**src/rtl/mod_updown_counter.sv**
```systemverilog
// Parametrised modulo up/down counter with sync load/clear, tc and sticky wrap flag.
// Define MOD_UPDOWN_COUNTER_SAT_EN to saturate at the range ends instead of wrapping.
module mod_updown_counter #(
   parameter int     WIDTH     = 4,
   parameter longint MODULUS   = 10,
   parameter longint RESET_VAL = 0
) (
   input  logic             clk,
   input  logic             reset,
   input  logic             enable,
   input  logic             up_dn,
   input  logic             load,
   input  logic [WIDTH-1:0] load_val,
   input  logic             clear,
   output logic [WIDTH-1:0] q,
   output logic             tc,
   output logic             wrapped
);

   // One extra bit so MODULUS = 2^WIDTH is representable.
   localparam logic [WIDTH:0]   MOD_W = (WIDTH+1)'(MODULUS);
   localparam logic [WIDTH-1:0] TOP   = WIDTH'(MODULUS - 1);
   localparam logic [WIDTH-1:0] RST_Q = WIDTH'(RESET_VAL);

   logic [WIDTH:0]   inc;
   logic             at_top;
   logic             at_bot;
   logic             clamp;
   logic [WIDTH-1:0] q_next;
   logic             w_next;

   assign inc    = {1'b0, q} + (WIDTH+1)'(1);
   assign at_top = (inc == MOD_W);
   assign at_bot = (q == '0);
   assign clamp  = ({1'b0, load_val} >= MOD_W);

   assign tc = enable & ~load & ~clear &
               ((up_dn & at_top) | (~up_dn & at_bot));

   always_comb begin
      q_next = q;
      w_next = wrapped;
      if (clear) begin
         q_next = '0;
         w_next = 1'b0;
      end else if (load) begin
         q_next = clamp ? TOP : load_val;
      end else if (enable) begin
         if (up_dn) begin
            if (at_top) begin
`ifdef MOD_UPDOWN_COUNTER_SAT_EN
               q_next = TOP;
`else
               q_next = '0;
`endif
               w_next = 1'b1;
            end else begin
               q_next = inc[WIDTH-1:0];
            end
         end else begin
            if (at_bot) begin
`ifdef MOD_UPDOWN_COUNTER_SAT_EN
               q_next = '0;
`else
               q_next = TOP;
`endif
               w_next = 1'b1;
            end else begin
               q_next = q - WIDTH'(1);
            end
         end
      end
   end

   always_ff @(posedge clk or posedge reset) begin
      if (reset) begin
         q       <= RST_Q;
         wrapped <= 1'b0;
      end else begin
         q       <= q_next;
         wrapped <= w_next;
      end
   end

endmodule

```
**config.mk**
```make
export PLATFORM = sky130hd
export DESIGN_NAME = mod_updown_counter
export DESIGN_NICKNAME = d
export VERILOG_FILES = /design/src/rtl/mod_updown_counter.sv
export SDC_FILE = /design/constraint.sdc
export NUM_CORES = 1
export LEC_CHECK = 0
export ABC_AREA = 0
export BUFFER_PORTS_ARGS = -buffer_cell sky130_fd_sc_hd__buf_2
export CORE_AREA = 2 2 39 41
export DETAILED_ROUTE_END_ITERATION = 6
export DIE_AREA = 0 0 41 43
export PLACE_DENSITY = 0.62
export SYNTH_ARGS = -nofsm -noshare
export SYNTH_HDL_FRONTEND = slang
export SYNTH_SLANG_ARGS = --single-unit
export TNS_END_PERCENT = 10
```
**constraint.sdc**
```tcl
create_clock -name clk -period 3.2 [get_ports clk]
set_input_delay 0.32 -clock clk [delete_from_list [all_inputs] [get_ports clk]]
set_output_delay 0.32 -clock clk [all_outputs]
set_load 0.01 [all_outputs]
```
==> results of run 1 <==
## synthesized netlist by cell type, types with 2 or more instances
cell	number
nand2b_1	3
o21ai_0	4
a21o_1	3
dfrtp_1	5
a31oi_1	2
nor2_1	3
a21oi_1	3
inv_1	7
o31ai_1	2
ha_1	3
nor3_1	4
nand3_1	3
a211oi_1	3
and2_1	2
nor2b_1	2
## state kept, by name (all words and copies together), names as in the netlist
name and flops:
q 4, wrapped 1
## through the flow
stage | hold WS [ns] | power (µW)
3_5_place_dp | 0.239 | 144
5_1_grt | 0.340 | 238
6_report | 0.334 | 222
2_1_floorplan | 0.0985 | 124
3_3_place_gp | 0.241 | 145
4_1_cts | 0.329 | 226
## report_power, final
part | internal, µW | total [µW] | switching (µW) | leakage (µW)
registers | 67.6 | 77.5 | 9.84 | 0.0000660
clock network | 47.4 | 77.5 | 30.1 | 0.0000150
logic | 31.8 | 67.4 | 35.6 | 0.000222
total | 147 | 222 | 75.5 | 0.000303
## layout make-up
cell class | instances | area (µm²) | area share
Clock buffer | 4 | 26.3 | 0.0399
Inverter | 7 | 26.3 | 0.0399
Multi-Input combinational cell | 50 | 375 | 0.570
Sequential cell | 5 | 125 | 0.190
Tap cell | 16 | 20.0 | 0.0304
Timing Repair Buffer | 16 | 85.1 | 0.129
## cell families after synthesis
kind of cell | count (synthesis)
AOI/OAI and AO/OA | 23
adders and majority gates | 3
buffers and inverters | 9
DFF | 5
and+or+nand+nor | 24
## final timing paths
check / startpoint / to / slack (ns) / cells after the start
hold reg to reg: wrapped / wrapped / 0.51 / 2
hold / removal: clear / wrapped / 0.33 / 2
min in group asynchronous: reset / wrapped / 0.53 / 3
setup / recovery: q[1] / tc / 0.87 / 7
max in group asynchronous: reset / q[1] / 2.49 / 3
setup reg to reg: q[1] / q[0] / 1.35 / 6
## routing by layer
metal	GRT usage	vias up	wire, µm
met5	0	-	0
met3	0.0628	0	80
met2	0.225	23	584
met1	0.245	245	593
met4	0.0600	0	0
li1	-	278	-
==> metrics.txt, run 1 <==
commonest non-fill, non-tap cells in the layout buf_2, inv_1, dfrtp_1, o21ai_0, nor3_1; Util after Layout 0.476; Worst-path clk slew 0.05 ns; row cnt 14; Antenna Nets Post-Route 0; DRT Wirelength 1.26 mm; Sink Count 5; share of cells above drive strength 1 0.256; Slew headroom 0.750; LEAKAGE 0.000303 µW; detailed-route DRC error count 0; Longest Clk Path Bufs 2; register area share after synthesis 0.231; syn nets 77; result of the run finished, final reports clean; setup TNS 0 ns; Congestion Overflow GR 0; clk_lat worst skew 0.25 ns; postcts setup bufs 0; routed vias/inst 5.57; Mapped Area 542 µm²; post-route cell area 658 µm²; Synth Area in Compound Gates 0.363; first-pass GRT wire length 2.04 mm; Crit path max-delay family simple AND/OR/NAND/NOR gates; synth unique cells 30; final worst slack 0.870 ns; Die Y 43 µm; effective utilization at floorplan 0.392; CP Max Fanout 8; #FFs+latches synth 5; proportion of synthesized area in mux cells 0; non-filler cells, final 98; CP max stage cell dfrtp_1; crit-path cells inv_1 > ha_1 > nor4bb_1 > a2bb2o_4 > o21ai_0 > nor2_1 > buf_2; final-report hold violation count 0; dominant combinational cell family by area after synthesis compound AO/OA/AOI/OAI gates; antenna violations before repair 0; synthesis-to-layout area growth 21.5%; largest net degree at the start of global routing 13; ANT cells 0; Fillers 145; hold buffers post-CTS 1; Top FF cell, synth dfrtp_1; total number of vias 546; initial drt markers 14; Synth area leader dfrtp_1; most common cell after layout, fill and taps aside buf_2; PortBufs 15; placed insts 93; vias in the first global route 448; top cell type's share of synthesized area 0.231; dpl hpwl 965 µm; Final Setup Violations 0; CP Data Required Time 2.88 ns; CTS tree yes; core box area 1380 µm²; clk_skew 0.00158 ns; instance area at placement 622 µm²; cts repair resizes 0; asr flop ratio synth 1.00; worst slew pin tran 0.375 ns; largest cells by area after synthesis dfrtp_1, ha_1, a2111oi_4; htree depth 1; crit start category register; Chip Width 41 µm; RSZ-0062 raised after global routing no; Power Dens Cells 338 nW/µm²; Post-Synth XOR/XNOR Area 0; crit-path max cell delay 0.45 ns; # IOs 16; EDFF count, synth 0; min Tclk post-route 2.33 ns; Mean Syn Cell Area 8.47 µm²; GR Util All Layers 0.170; WP buf/inv 2; Worst VDD drop 160 µV; Max Slew Vio Count 0; DRT Pass-1 Iters 4; Synth Warn # 0; RePlAce Congestion 0.907; HP Class in2reg; Post-Synth Simple-Gate Area 0.261; TritonCTS Buffers 3; Die ar. 1760 µm²; Final Cycle Share 0.728; maximum clock rate 429 MHz; kind of end point of the critical path output pin; adder-cell share of the synthesized area 0.0693; crit path DAT 2.01 ns; Mapped Cells 64; worst setup path class reg2out; max-cap check violation count 0; Setup WS pre-CTS 1.13 ns; routed length per instance 12.8 µm; Root Buffer clkbuf_4; Nets 96
No activity file was read; power rests on OpenSTA's default activity.
==> inputs of run 2 (changes only) <==
Settings changed: ABC_AREA 0 to 1, PLACE_DENSITY 0.62 to 0.61.
Clock period 3.2 ns to 2.2 ns, I/O delays scaled along.
==> metrics.txt, run 2 <==
ANT cells 0 (unchanged); Mapped Area 528 µm² (was 542 µm²); Longest Clk Path Bufs 2 (unchanged); GR Util All Layers 0.170 (about the same); DRT Wirelength 1.28 mm (was 1.26 mm); Mean Syn Cell Area 6.21 µm² (was 8.47 µm²); RePlAce Congestion 0.881 (was 0.907); worst setup path class reg2out (unchanged); first-pass GRT wire length 2.13 mm (was 2.04 mm); largest cells by area after synthesis dfrtp_1, nand2_1, inv_1 (was dfrtp_1, ha_1, a2111oi_4); Largest register FFs 4 (unchanged); kind of end point of the critical path output pin (unchanged); register area share after synthesis 0.237 (was 0.231); Max Slew Vio Count 0 (unchanged); setup TNS 0 ns (unchanged); Worst VDD drop 154 µV (was 160 µV); Crit path top cell by count nand2_1; detailed-route DRC error count 0 (unchanged); CP max stage cell dfrtp_1 (unchanged); Power Dens Cells 541 nW/µm² (was 338 nW/µm²); clk_skew 0.000492 ns (was 0.00158 ns); total number of vias 578 (was 546); PortBufs 15 (unchanged); R2R Path End q[3] (was q[0]); crit-path max cell delay 0.47 ns (was 0.45 ns); Chip Width 41 µm (unchanged); asr flop ratio synth 1.00 (unchanged); crit start category register (unchanged); commonest cells in the netlist nand2_1, inv_1, nand3_1, nor2_1, dfrtp_1 (was inv_1, dfrtp_1, nor3_1, o21ai_0); Largest Register q (unchanged); Final Setup Violations 0 (unchanged); Worst-path clk slew 0.04 ns (was 0.05 ns); CTS tree yes (unchanged); CP Data Required Time 1.98 ns (was 2.88 ns); Synth area leader dfrtp_1 (unchanged); crit-path cells ha_1 > inv_1 > nand2_1 > nand2_2 > nor2_2 > nand2_1 > nand2_1 > nand2_2 > nor2_2 > buf_2 (was inv_1 > ha_1 > nor4bb_1 > a2bb2o_4 > o21ai_0 > nor2_1 > buf_2); result of the run finished, final reports clean (unchanged); routed length per instance 10.6 µm (was 12.8 µm); post-route cell area 648 µm² (was 658 µm²); Congestion Overflow GR 0 (unchanged); largest net degree at the start of global routing 9 (was 13); effective utilization at floorplan 0.382 (was 0.392); cts repair resizes 0 (unchanged); synthesis-to-layout area growth 22.7% (was 21.5%); most frequent cell after synthesis nand2_1 (was inv_1); maximum clock rate 537 MHz; # IOs 16 (unchanged); worst slew pin tran 0.344 ns (was 0.375 ns); Crit. Startpoint q[0] (was q[1]); core box area 1380 µm² (unchanged); instance area at placement 612 µm² (was 622 µm²); Mapped Cells 85 (was 64); Reg2Reg Setup Slack 0.64 ns (was 1.35 ns); vias in the first global route 564 (was 448); dpl hpwl 1.02 mm (was 965 µm); TritonCTS Buffers 3 (unchanged); synth unique cells 19 (was 30); top cell type's share of synthesized area 0.237 (was 0.231); Nets 118 (was 96); final-report hold violation count 0 (unchanged); routed vias/inst 4.82 (was 5.57); Worst Setup EP tc (unchanged); Root Buffer clkbuf_4 (unchanged); initial drt markers 22 (was 14); syn nets 98 (was 77); Levels on crit path 10 (was 7); FF-to-FF path depth 10 (was 6); row cnt 14 (unchanged); CP Max Fanout 8 (unchanged); Final Cycle Share 0.847; LEAKAGE 0.000372 µW (was 0.000303 µW); clk_lat worst skew 0.24 ns (was 0.25 ns); Die ar. 1760 µm² (unchanged); Slew headroom 0.771 (was 0.750); RSZ-0062 raised after global routing no (unchanged); min Tclk post-route 1.86 ns; Top Registers q x4, wrapped x1 (unchanged); Antenna Nets Post-Route 0 (unchanged); DRT Pass-1 Iters 4 (unchanged); max-cap check violation count 0 (unchanged); antenna violations before repair 0 (unchanged); RR Startpoint q[0] (was q[1]); WP buf/inv 2 (unchanged); share of cells above drive strength 1 0.298 (was 0.256); Die Y 43 µm (unchanged); EDFF count, synth 0 (unchanged); Top FF cell, synth dfrtp_1 (unchanged); HP Class in2reg (unchanged); most common cell after layout, fill and taps aside nand2_1 (was buf_2); Crit path max-delay family simple AND/OR/NAND/NOR gates (unchanged); commonest non-fill, non-tap cells in the layout nand2_1, buf_2, inv_1, nor2_1, nand3_1 (was buf_2, inv_1, dfrtp_1, o21ai_0, nor3_1); crit path DAT 1.64 ns (was 2.01 ns); #FFs+latches synth 5 (unchanged); htree depth 1 (unchanged); Sink Count 5 (unchanged); Synth Warn # 0 (unchanged)
run 2: report_power, final:
group | total, µW | internal, µW | switching, µW
registers | 119 | 101 | 17.9
clock network | 105 | 68.5 | 36.5
logic | 127 | 50.8 | 75.8
run 2: how the worst min path moves through the flow:
stage / start / to / slack (ns) / cells after the start
6_report: clear / wrapped / 0.22 / 2
5_1_grt: clear / wrapped / 0.23 / 2
4_1_cts: clear / wrapped / 0.22 / 2
3_5_place_dp: reset / wrapped / 0.13 / 2
3_3_place_gp: reset / wrapped / 0.12 / 2
2_1_floorplan: reset / q[0] / -0.001 / 1
run 2: area by class of cell:
class | instances | area (µm²)
Clock buffer | 4 | 26.3
Inverter | 15 | 58.8
Tap cell | 16 | 20.0
Fill cell | 153 | 736
Timing Repair Buffer | 16 | 85.1
Multi-Input combinational cell | 64 | 333
Sequential cell | 5 | 125
run 2: timing repair:
action	4_1_cts	5_1_grt
buffers inserted	0	0
setup endpoints to repair	0	0
endpoints found under the hold margin	5	0
hold buffers	1	0
run 2: cells by family (layout without fill, tap and decap cells):
| kind of cell | Yosys count | count (layout) | synth area share |
|---|---|---|---|
| AND/OR/NAND/NOR | 52 | 52 | 0.438 |
| buffers and inverters | 16 | 35 | 0.133 |
| AO/OA/AOI/OAI | 8 | 8 | 0.104 |
| flip-flops | 5 | 5 | 0.237 |
| adder cells (fa/ha/maj) | 3 | 3 | 0.0711 |
| XOR/XNOR | 1 | 1 | 0.0166 |
run 2: stage by stage:
step	std cells	hold slack, ns	util	worst slack, ns	power (µW)
floorplan	85	-0.00148	-	0.716	207
finish	120	0.225	0.468	0.337	350
global route	120	0.225	0.468	0.205	379
CTS	120	0.222	0.468	0.341	352
detailed placement	115	0.126	0.442	0.600	244
global placement	115	0.117	0.442	0.635	243
run 2: routing by layer:
layer	GRT usage	wire, µm	part of all wire
met2	0.269	651	0.51
met3	0.0157	42	0.033
met1	0.220	582	0.46
met4	0.0800	0	0
met5	0	0	0
